### config.mk
export PLATFORM = sky130hd
export DESIGN_NAME = td4_sequencer
export DESIGN_NICKNAME = d
export VERILOG_FILES = /design/src/rtl/td4_seq_pkg.sv /design/src/rtl/td4_prog_mem.sv /design/src/rtl/td4_sequencer.sv
export SDC_FILE = /design/constraint.sdc
export NUM_CORES = 1
export LEC_CHECK = 0
export CAP_MARGIN = 20
export CORE_MARGIN = 2
export CORE_UTILIZATION = 45
export CTS_CLUSTER_DIAMETER = 60
export DETAILED_ROUTE_END_ITERATION = 12
export GPL_TIMING_DRIVEN = 0
export PLACE_DENSITY = 0.6
export SLEW_MARGIN = 20
export SYNTH_ARGS = -nofsm -noshare
export SYNTH_HDL_FRONTEND = slang
export SYNTH_HIERARCHICAL = 1
export SYNTH_SLANG_ARGS = --single-unit
export TNS_END_PERCENT = 1
### constraint.sdc
create_clock -name clk -period 2.9 [get_ports clk]
set_clock_uncertainty 0.15 [all_clocks]
set_input_delay 0.29 -clock clk [delete_from_list [all_inputs] [get_ports clk]]
set_output_delay 0.29 -clock clk [all_outputs]
set_load 0.02 [all_outputs]
### src/rtl/td4_seq_pkg.sv
// Shared definitions for the TD4 program sequencer.
// Holds the sequencer state encoding and the program-memory geometry
// used by the top level and the program memory.
package td4_seq_pkg;

    localparam int PROG_DEPTH = 16;
    localparam int INSTR_W    = 8;
    localparam int ADDR_W     = 4;

    // Encoding is visible on the state output, so values are fixed.
    typedef enum logic [1:0] {
        ST_IDLE = 2'd0,
        ST_LOAD = 2'd1,
        ST_RUN  = 2'd2,
        ST_STEP = 2'd3
    } seq_state_t;

endpackage

### src/rtl/td4_prog_mem.sv
// 16 x 8 program memory built as a register file.
// Ports:
//   clk    - write clock
//   we     - write enable, write happens on the rising edge
//   waddr  - write address
//   wdata  - write data
//   raddr  - read address
//   rdata  - combinational read data (pre-edge contents)
// Contents are deliberately not reset so a loaded program survives rst_n.
module td4_prog_mem
    import td4_seq_pkg::*;
(
    input  logic               clk,
    input  logic               we,
    input  logic [ADDR_W-1:0]  waddr,
    input  logic [INSTR_W-1:0] wdata,
    input  logic [ADDR_W-1:0]  raddr,
    output logic [INSTR_W-1:0] rdata
);

    logic [INSTR_W-1:0] mem [PROG_DEPTH];

    always_ff @(posedge clk) begin
        if (we) begin
            mem[waddr] <= wdata;
        end
    end

    // Reading before the edge means a same-cycle write returns old data.
    assign rdata = mem[raddr];

endmodule

### src/rtl/td4_sequencer.sv
// TD4 program sequencer: loads a 16-byte program, fetches instructions
// at the CPU program counter, and paces the CPU via a clock enable in
// free-run (divided) or single-step modes.
// Ports:
//   clk, rst_n            - clock, asynchronous active-low reset
//   cmd_load/run/step/halt- command requests, sampled as levels
//   load_valid, load_data - incoming program byte
//   load_ready            - a byte is accepted this cycle
//   load_done             - one-cycle pulse after the last byte is written
//   pc_in                 - CPU program counter
//   opcode, immediate     - fetched instruction fields (1-cycle latency)
//   cpu_ce                - CPU clock enable
//   state                 - current sequencer state
module td4_sequencer
    import td4_seq_pkg::*;
#(
    parameter int RUN_DIV = 4
) (
    input  logic               clk,
    input  logic               rst_n,
    input  logic               cmd_load,
    input  logic               cmd_run,
    input  logic               cmd_step,
    input  logic               cmd_halt,
    input  logic               load_valid,
    input  logic [INSTR_W-1:0] load_data,
    output logic               load_ready,
    output logic               load_done,
    input  logic [ADDR_W-1:0]  pc_in,
    output logic [3:0]         opcode,
    output logic [3:0]         immediate,
    output logic               cpu_ce,
    output logic [1:0]         state
);

    localparam logic [7:0]        DIV_LAST  = 8'(RUN_DIV - 1);
    localparam logic [ADDR_W-1:0] ADDR_LAST = ADDR_W'(PROG_DEPTH - 1);

    seq_state_t         cur_state;
    seq_state_t         next_state;
    logic [ADDR_W-1:0]  addr;
    logic [7:0]         divider;
    logic [INSTR_W-1:0] ir;
    logic [INSTR_W-1:0] rd_data;
    logic               mem_we;

    td4_prog_mem u_mem (
        .clk   (clk),
        .we    (mem_we),
        .waddr (addr),
        .wdata (load_data),
        .raddr (pc_in),
        .rdata (rd_data)
    );

    always_ff @(posedge clk or negedge rst_n) begin
        if (!rst_n) begin
            cur_state <= ST_IDLE;
        end else begin
            cur_state <= next_state;
        end
    end

    always_comb begin
        next_state = cur_state;
        load_ready = 1'b0;
        mem_we     = 1'b0;
        cpu_ce     = 1'b0;
        case (cur_state)
            ST_IDLE: begin
                // Halt outranks everything and simply keeps us idle.
                if (cmd_halt) begin
                    next_state = ST_IDLE;
                end else if (cmd_load) begin
                    next_state = ST_LOAD;
                end else if (cmd_step) begin
                    next_state = ST_STEP;
                end else if (cmd_run) begin
                    next_state = ST_RUN;
                end
            end
            ST_LOAD: begin
                // Dropping ready during halt keeps the abort cycle write-free.
                load_ready = !cmd_halt;
                if (cmd_halt) begin
                    next_state = ST_IDLE;
                end else if (load_valid) begin
                    mem_we = 1'b1;
                    if (addr == ADDR_LAST) begin
                        next_state = ST_IDLE;
                    end
                end
            end
            ST_RUN: begin
                if (cmd_halt) begin
                    next_state = ST_IDLE;
                end else if (divider == DIV_LAST) begin
                    cpu_ce = 1'b1;
                end
            end
            ST_STEP: begin
                cpu_ce     = 1'b1;
                next_state = ST_IDLE;
            end
            default: next_state = ST_IDLE;
        endcase
    end

    always_ff @(posedge clk or negedge rst_n) begin
        if (!rst_n) begin
            addr      <= '0;
            divider   <= '0;
            load_done <= 1'b0;
            ir        <= '0;
        end else begin
            if (cur_state == ST_IDLE && next_state == ST_LOAD) begin
                addr <= '0;
            end else if (mem_we) begin
                addr <= addr + 1'b1;
            end

            // Held at zero outside RUN so every entry starts a fresh count.
            if (cur_state != ST_RUN || divider == DIV_LAST) begin
                divider <= '0;
            end else begin
                divider <= divider + 8'd1;
            end

            load_done <= mem_we && (addr == ADDR_LAST);
            ir        <= rd_data;
        end
    end

    assign opcode    = ir[3:0];
    assign immediate = ir[7:4];
    assign state     = cur_state;

endmodule

==> Word level (Yosys, flattened, before mapping) <==
Memories as Yosys holds them, arrays and structs flattened. A register that Yosys moved wholly into a read port is not among the register bits.
Cells that the tools add are included.
{ "op_classes": {"n_eq_ne": 7, "n_mux": 21, "reduce_logical": 7, "addsub": 2} }
{ "op_table": {"columns": ["cell", "n"], "rows": [
  ["$mux W2", 8],
  ["$add A8 B1 Y8 const B", 1],
  ["$eq A8 B2 Y1 const B", 1],
  ["$mux W1", 8],
  ["$mux W4", 2],
  ["$mux W8", 1],
  ["$pmux W2 S4", 1],
  ["$add A4 B1 Y4 const B", 1],
  ["$eq A2 B1 Y1 const B", 2],
  ["$eq A2 B2 Y1 const B", 2],
  ["$eq A4 B4 Y1 const B", 1],
  ["$logic_and A1 B1 Y1", 2],
  ["$logic_not A1 Y1", 2],
  ["$logic_not A2 Y1", 1],
  ["$ne A2 B2 Y1 const B", 1],
  ["$pmux W1 S2", 1],
  ["$reduce_bool A2 Y1", 1],
  ["$logic_or A1 B1 Y1", 1]
]} }
{ "totals": {"in_bits": 19, "word_cells": 42, "ramBits": 128, "ff_bits": 15, "memories": 1, "out_inout_bits": 13} }
{ "mem_list": {"columns": ["name", "depth", "word_bits", "rd", "rd_ports_with_merged_regs", "wr", "line_no", "rtl"], "rows": [
  ["u_mem.mem", 16, 8, 1, 1, 1, "td4_prog_mem.sv:21", "logic [INSTR_W-1:0] mem [PROG_DEPTH];"]
]} }

==> Depth between registers and ports, before layout <==
Gate-level depths: netlist of run 1.
{ "logic_depth": {"ltp_word": 8, "ltp_mapped": 5} }

==> Hierarchy <==
The synthesis of run 1 kept the hierarchy.
{ "by_module_without_submodules": {"columns": ["module", "cells_per_inst", "area_each_um2", "seq_area_each_um2", "instances"], "rows": [
  ["td4_prog_mem", 221, 4987.3, 3843.7, 1],
  ["td4_sequencer", 80, 945.9, 575.6, 1]
]} }

==> Worst setup path after synthesis of run 1 <==
Ideal clock, no wire load.
{ "synth_timing": {"path_type": "register to register", "startpoint": "register cur_state[1], in the netlist state[1]", "endpoint": "memory u_mem.mem[0][0] (enable)", "path_stages_with_launch": 5, "arrival_time_ns": 2.076, "period_less_slack_ns": 2.609, "slack_ns": 0.291, "cell_sequence": "dfrtp_1 nor4bb_1 buf_2 or3b_2 nor3_1"} }
{ "synth_between": {"elab_chain_len": 4} }
{ "synth_lines": {"columns": ["element", "line_no", "rtl"], "rows": [
  ["start, declared", "td4_sequencer.sv:39", "seq_state_t cur_state;"],
  ["start signal, assigned", "td4_sequencer.sv:60", "cur_state <= next_state;"],
  ["$eq A2 B1 Y1", "td4_sequencer.sv:69", "case (cur_state)"],
  ["$mux W1", "td4_sequencer.sv:69", null],
  ["named net mem_we", "td4_sequencer.sv:45", "logic mem_we;"],
  ["$mux W1", "td4_prog_mem.sv:24", "if (we) begin"],
  ["$mux W1 (implied by the code)", "td4_prog_mem.sv:25", "mem[waddr] <= wdata;"],
  ["end, declared", "td4_prog_mem.sv:21", null]
]} }
The timed path passes the listed nets, and every way through them passes these cells.

==> Worst setup path in the final report of run 1 <==
{ "layout_timing": {"startpoint": "register cur_state[1], in the netlist state[1]", "endpoint": "memory u_mem.mem[3][5] (enable)"} }
The elaborated chain is that of the path after synthesis.

==> flow_summary_export.csv, run 1 <==
group,metric,value,unit
run_status,status,"finished, final reports clean",
timing,setup_viol,0,
finish,nNetsFinal,372,
synth,synth_fp_nets,322,
global_route,antenna_found_initial,0,
timing,slew_headroom,0.433,
timing,fin_ws,0.191,ns
synth,syn_avg_cell_area,19.7,µm²
placement,placed_area,6470,µm²
global_route,grt_pass1_vias,2906,
power,power_leakage,2.41,nW
die,initial_core_util,0.466,
clocking,clock-sinks,151,
setup_path,endpoint_kind,"register",
global_route,track_usage,0.175,
die,row_count,41,
clocking,numCtsBuffers,17,
detailed_routing,drt.antenna.violating_nets,0,
job,cap_violations,0,
clocking,clockBufferDepth,2,
synth,synth_compound_area_frac,0.0348,
clocking,root_buffer,"clkbuf_16",
synth,synth-async-reset-ratio,0.152,
timing,rsz0062_at_grt,"false",
synth,synthAdderAreaFrac,0.00422,
placement,gp_congestion,0.718,
timing,fmax,369,MHz
setup_path,critPathRequiredTime,2.79,ns
die,core,12700,µm²
synth,synth_ff_type,"edfxtp_1",
setup_path,path_cells,"nor4bb_1, buf_2, or3b_2, nor2_1",
detailed_routing,routed-via-count,2910,
detailed_routing,drc_errors,0,
die,top_level_ports,32,
detailed_routing,post_drt_wl_per_cell,21.2,µm
clocking,postCtsSetupBuffers,0,
detailed_routing,avgViaCountPerCell,5.43,
detailed_routing,drt_iter0_drc,292,
power,irDropWorstVdd,0.433,mV
timing,setup_tns,0,ns
setup_path,path_delay_family,"simple AND/OR/NAND/NOR gates",
clocking,path_clk_slew,0.06,ns
timing,min_period_over_period,0.934,
clocking,cts_tree,"done",
synth,synthMuxAreaShare,0.135,
setup_path,worstSetupPathType,"register to register",
detailed_routing,dr.pass1.iters,5,
die,die_w,119,µm
finish,seqCellArea,4420,µm²
synth,ys_seq_area_frac,0.745,
synth,synth_top_family_by_area,"multiplexers",
power,power,5.04,mW
timing,hold_viol_final,0,
die,die_area,14100,µm²
global_route,grt-ovfl-total,0,
synth,yosys.area_share.simple,0.0590,
synth,synth_edf_count,128,
placement,dp_slack,-0.164,ns
synth,synth_cell_types,44,
timing,slew_violations,0,
setup_path,worstSetupStartpointType,"register",
placement,place_hpwl,7.16,mm
finish,drive_above_1_share,0.201,
setup_path,max_stage_delay,0.65,ns
die,dieHeight,119,µm
setup_path,critPathMaxFanout,9,
synth,synth_area,5930,µm²
detailed_routing,routed_wl,11.4,mm
power,power_density,709,nW/µm²
synth,yosys_warnings,6,
clocking,worstSkewPairLatency,0.42,ns
finish,antenna_cells,0,
finish,final_cells,536,
synth,ys_seq_elements,151,
timing,tightest_slew,0.848,ns
synth,synthCells,301,
finish,areaGrowthSynthToFinish,19.8,%
placement,dp_cells,503,
finish,fin_area,7110,µm²
setup_path,cp.arrival,2.60,ns
global_route,grt_max_degree,24,
setup_path,cpMaxStageDelayCell,"nor2_1",
finish,multiInputGateArea,1440,µm²
global_route,grt_pass1_wl,17.7,mm
clocking,htree_num_levels,4,
synth,synth_xor_area_frac,0.00443,
finish,fill_cells,998,
timing,fin_crit,2.71,ns
placement,portBuffers,30,
setup_path,cp.buffers_inverters,1,
min_path,min_path_type,"input pin to async pin",
routing by layer:
layer | vias up | share of wire | global-route usage
met5 | - | 0 | 0
met4 | 0 | 0.012 | 0.0580
met3 | 11 | 0.035 | 0.0460
met2 | 56 | 0.48 | 0.256
li1 | 1338 | - | -
met1 | 1505 | 0.47 | 0.257
metrics by stage:
step           hold slack [ns]  utilization
6_report                 0.227        0.559
5_1_grt                  0.277        0.559
4_1_cts                  0.259        0.558
3_5_place_dp             0.362        0.508
3_3_place_gp             0.352        0.507
2_1_floorplan           -0.156            -
layout make-up:
cell class                      instances  share of cell area
Multi-Input combinational cell        136               0.203
Clock inverter                         14              0.0276
Sequential cell                       151               0.622
Timing Repair Buffer                   31              0.0430
Tap cell                              172              0.0303
Inverter                                3             0.00158
Buffer                                 11              0.0128
Clock buffer                           18              0.0604
layout by cell type, fill, tap and decap left out, drive strengths merged, types with 4 or more instances in the layout:
cell type	count
a21oi	4
nand2	15
a22oi	16
nor2	21
edfxtp	128
nand3	5
mux4	32
clkbuf	18
clkdlybuf4s50	29
bufinv	4
inv	7
dfrtp	23
nor3	6
clkinv	4
buf	9
state kept, by name, summed over array words and instances (netlist names):
name	count
u_mem/mem	128
divider	8
ir	8
addr	4
state	2
load_done	1
logic make-up after synthesis:
| logic type | count (synthesis) |
|---|---|
| AO/OA/AOI/OAI | 28 |
| XOR/XNOR | 3 |
| buffers and inverters | 14 |
| adder cells (fa/ha/maj) | 2 |
| AND/OR/NAND/NOR | 68 |
| multiplexers | 35 |
| flip-flops | 151 |
path summary, 6_finish.rpt:
path / end / from / cells after the start / slack, ns
worst max-delay path: u_mem/mem[3][5] / state[1] / 4 / 0.19
worst min-delay path: addr[0] / rst_n / 2 / 0.23
worst max register to register: u_mem/mem[3][5] / state[1] / 4 / 0.19
worst min register to register: divider[0] / divider[0] / 1 / 0.37
max in group asynchronous: ir[7] / rst_n / 2 / 2.03
min in group clk: ir[7] / pc_in[0] / 4 / 0.26
Yosys cell counts, types with 2 or more instances:
cell | number | share of area
nand2_1 | 14 | 0.0089
a22oi_1 | 16 | 0.020
and2_1 | 2 | 0.0021
dfrtp_1 | 23 | 0.097
nand3_1 | 5 | 0.0042
buf_6 | 3 | 0.0057
nand3b_1 | 2 | 0.0025
clkdlybuf4s25_2 | 3 | 0.0051
mux4_1 | 14 | 0.062
edfxtp_1 | 128 | 0.65
nor2_1 | 21 | 0.013
inv_1 | 3 | 0.0019
mux4_2 | 18 | 0.068
ha_1 | 2 | 0.0042
nor2b_1 | 2 | 0.0021
a21oi_1 | 3 | 0.0025
xor2_1 | 2 | 0.0030
o21ai_0 | 2 | 0.0017
buf_2 | 4 | 0.0034
nor3_1 | 6 | 0.0051
mux2i_1 | 3 | 0.0051
nand2b_1 | 3 | 0.0032
repair_timing:
item	in CTS	in global routing
endpoints found under the setup margin	0	9
endpoints found under the hold margin	0	23
hold buffers	0	1
gates resized for setup	0	2
power breakdown:
part	internal, mW	total (mW)	leakage [nW]	switching [mW]
Clock	1.45	2.32	0.299	0.870
Combinational	0.128	0.284	0.661	0.156
Sequential	2.39	2.44	1.45	0.0453
Total	3.97	5.04	2.41	1.07
No activity file was read; power rests on OpenSTA's default activity.
==> run 2, diff against run 1 <==
--- a/config.mk
+++ b/config.mk
@@ -5,10 +5,10 @@
 export SDC_FILE = /design/constraint.sdc
 export NUM_CORES = 1
 export LEC_CHECK = 0
+export ABC_CLOCK_PERIOD_IN_PS = 2900
 export CAP_MARGIN = 20
 export CORE_MARGIN = 2
 export CORE_UTILIZATION = 45
-export CTS_CLUSTER_DIAMETER = 60
 export DETAILED_ROUTE_END_ITERATION = 12
 export GPL_TIMING_DRIVEN = 0
 export PLACE_DENSITY = 0.6
==> results of run 2 <==
No change in the layout: final DEF, timing and power equal those of run 1.
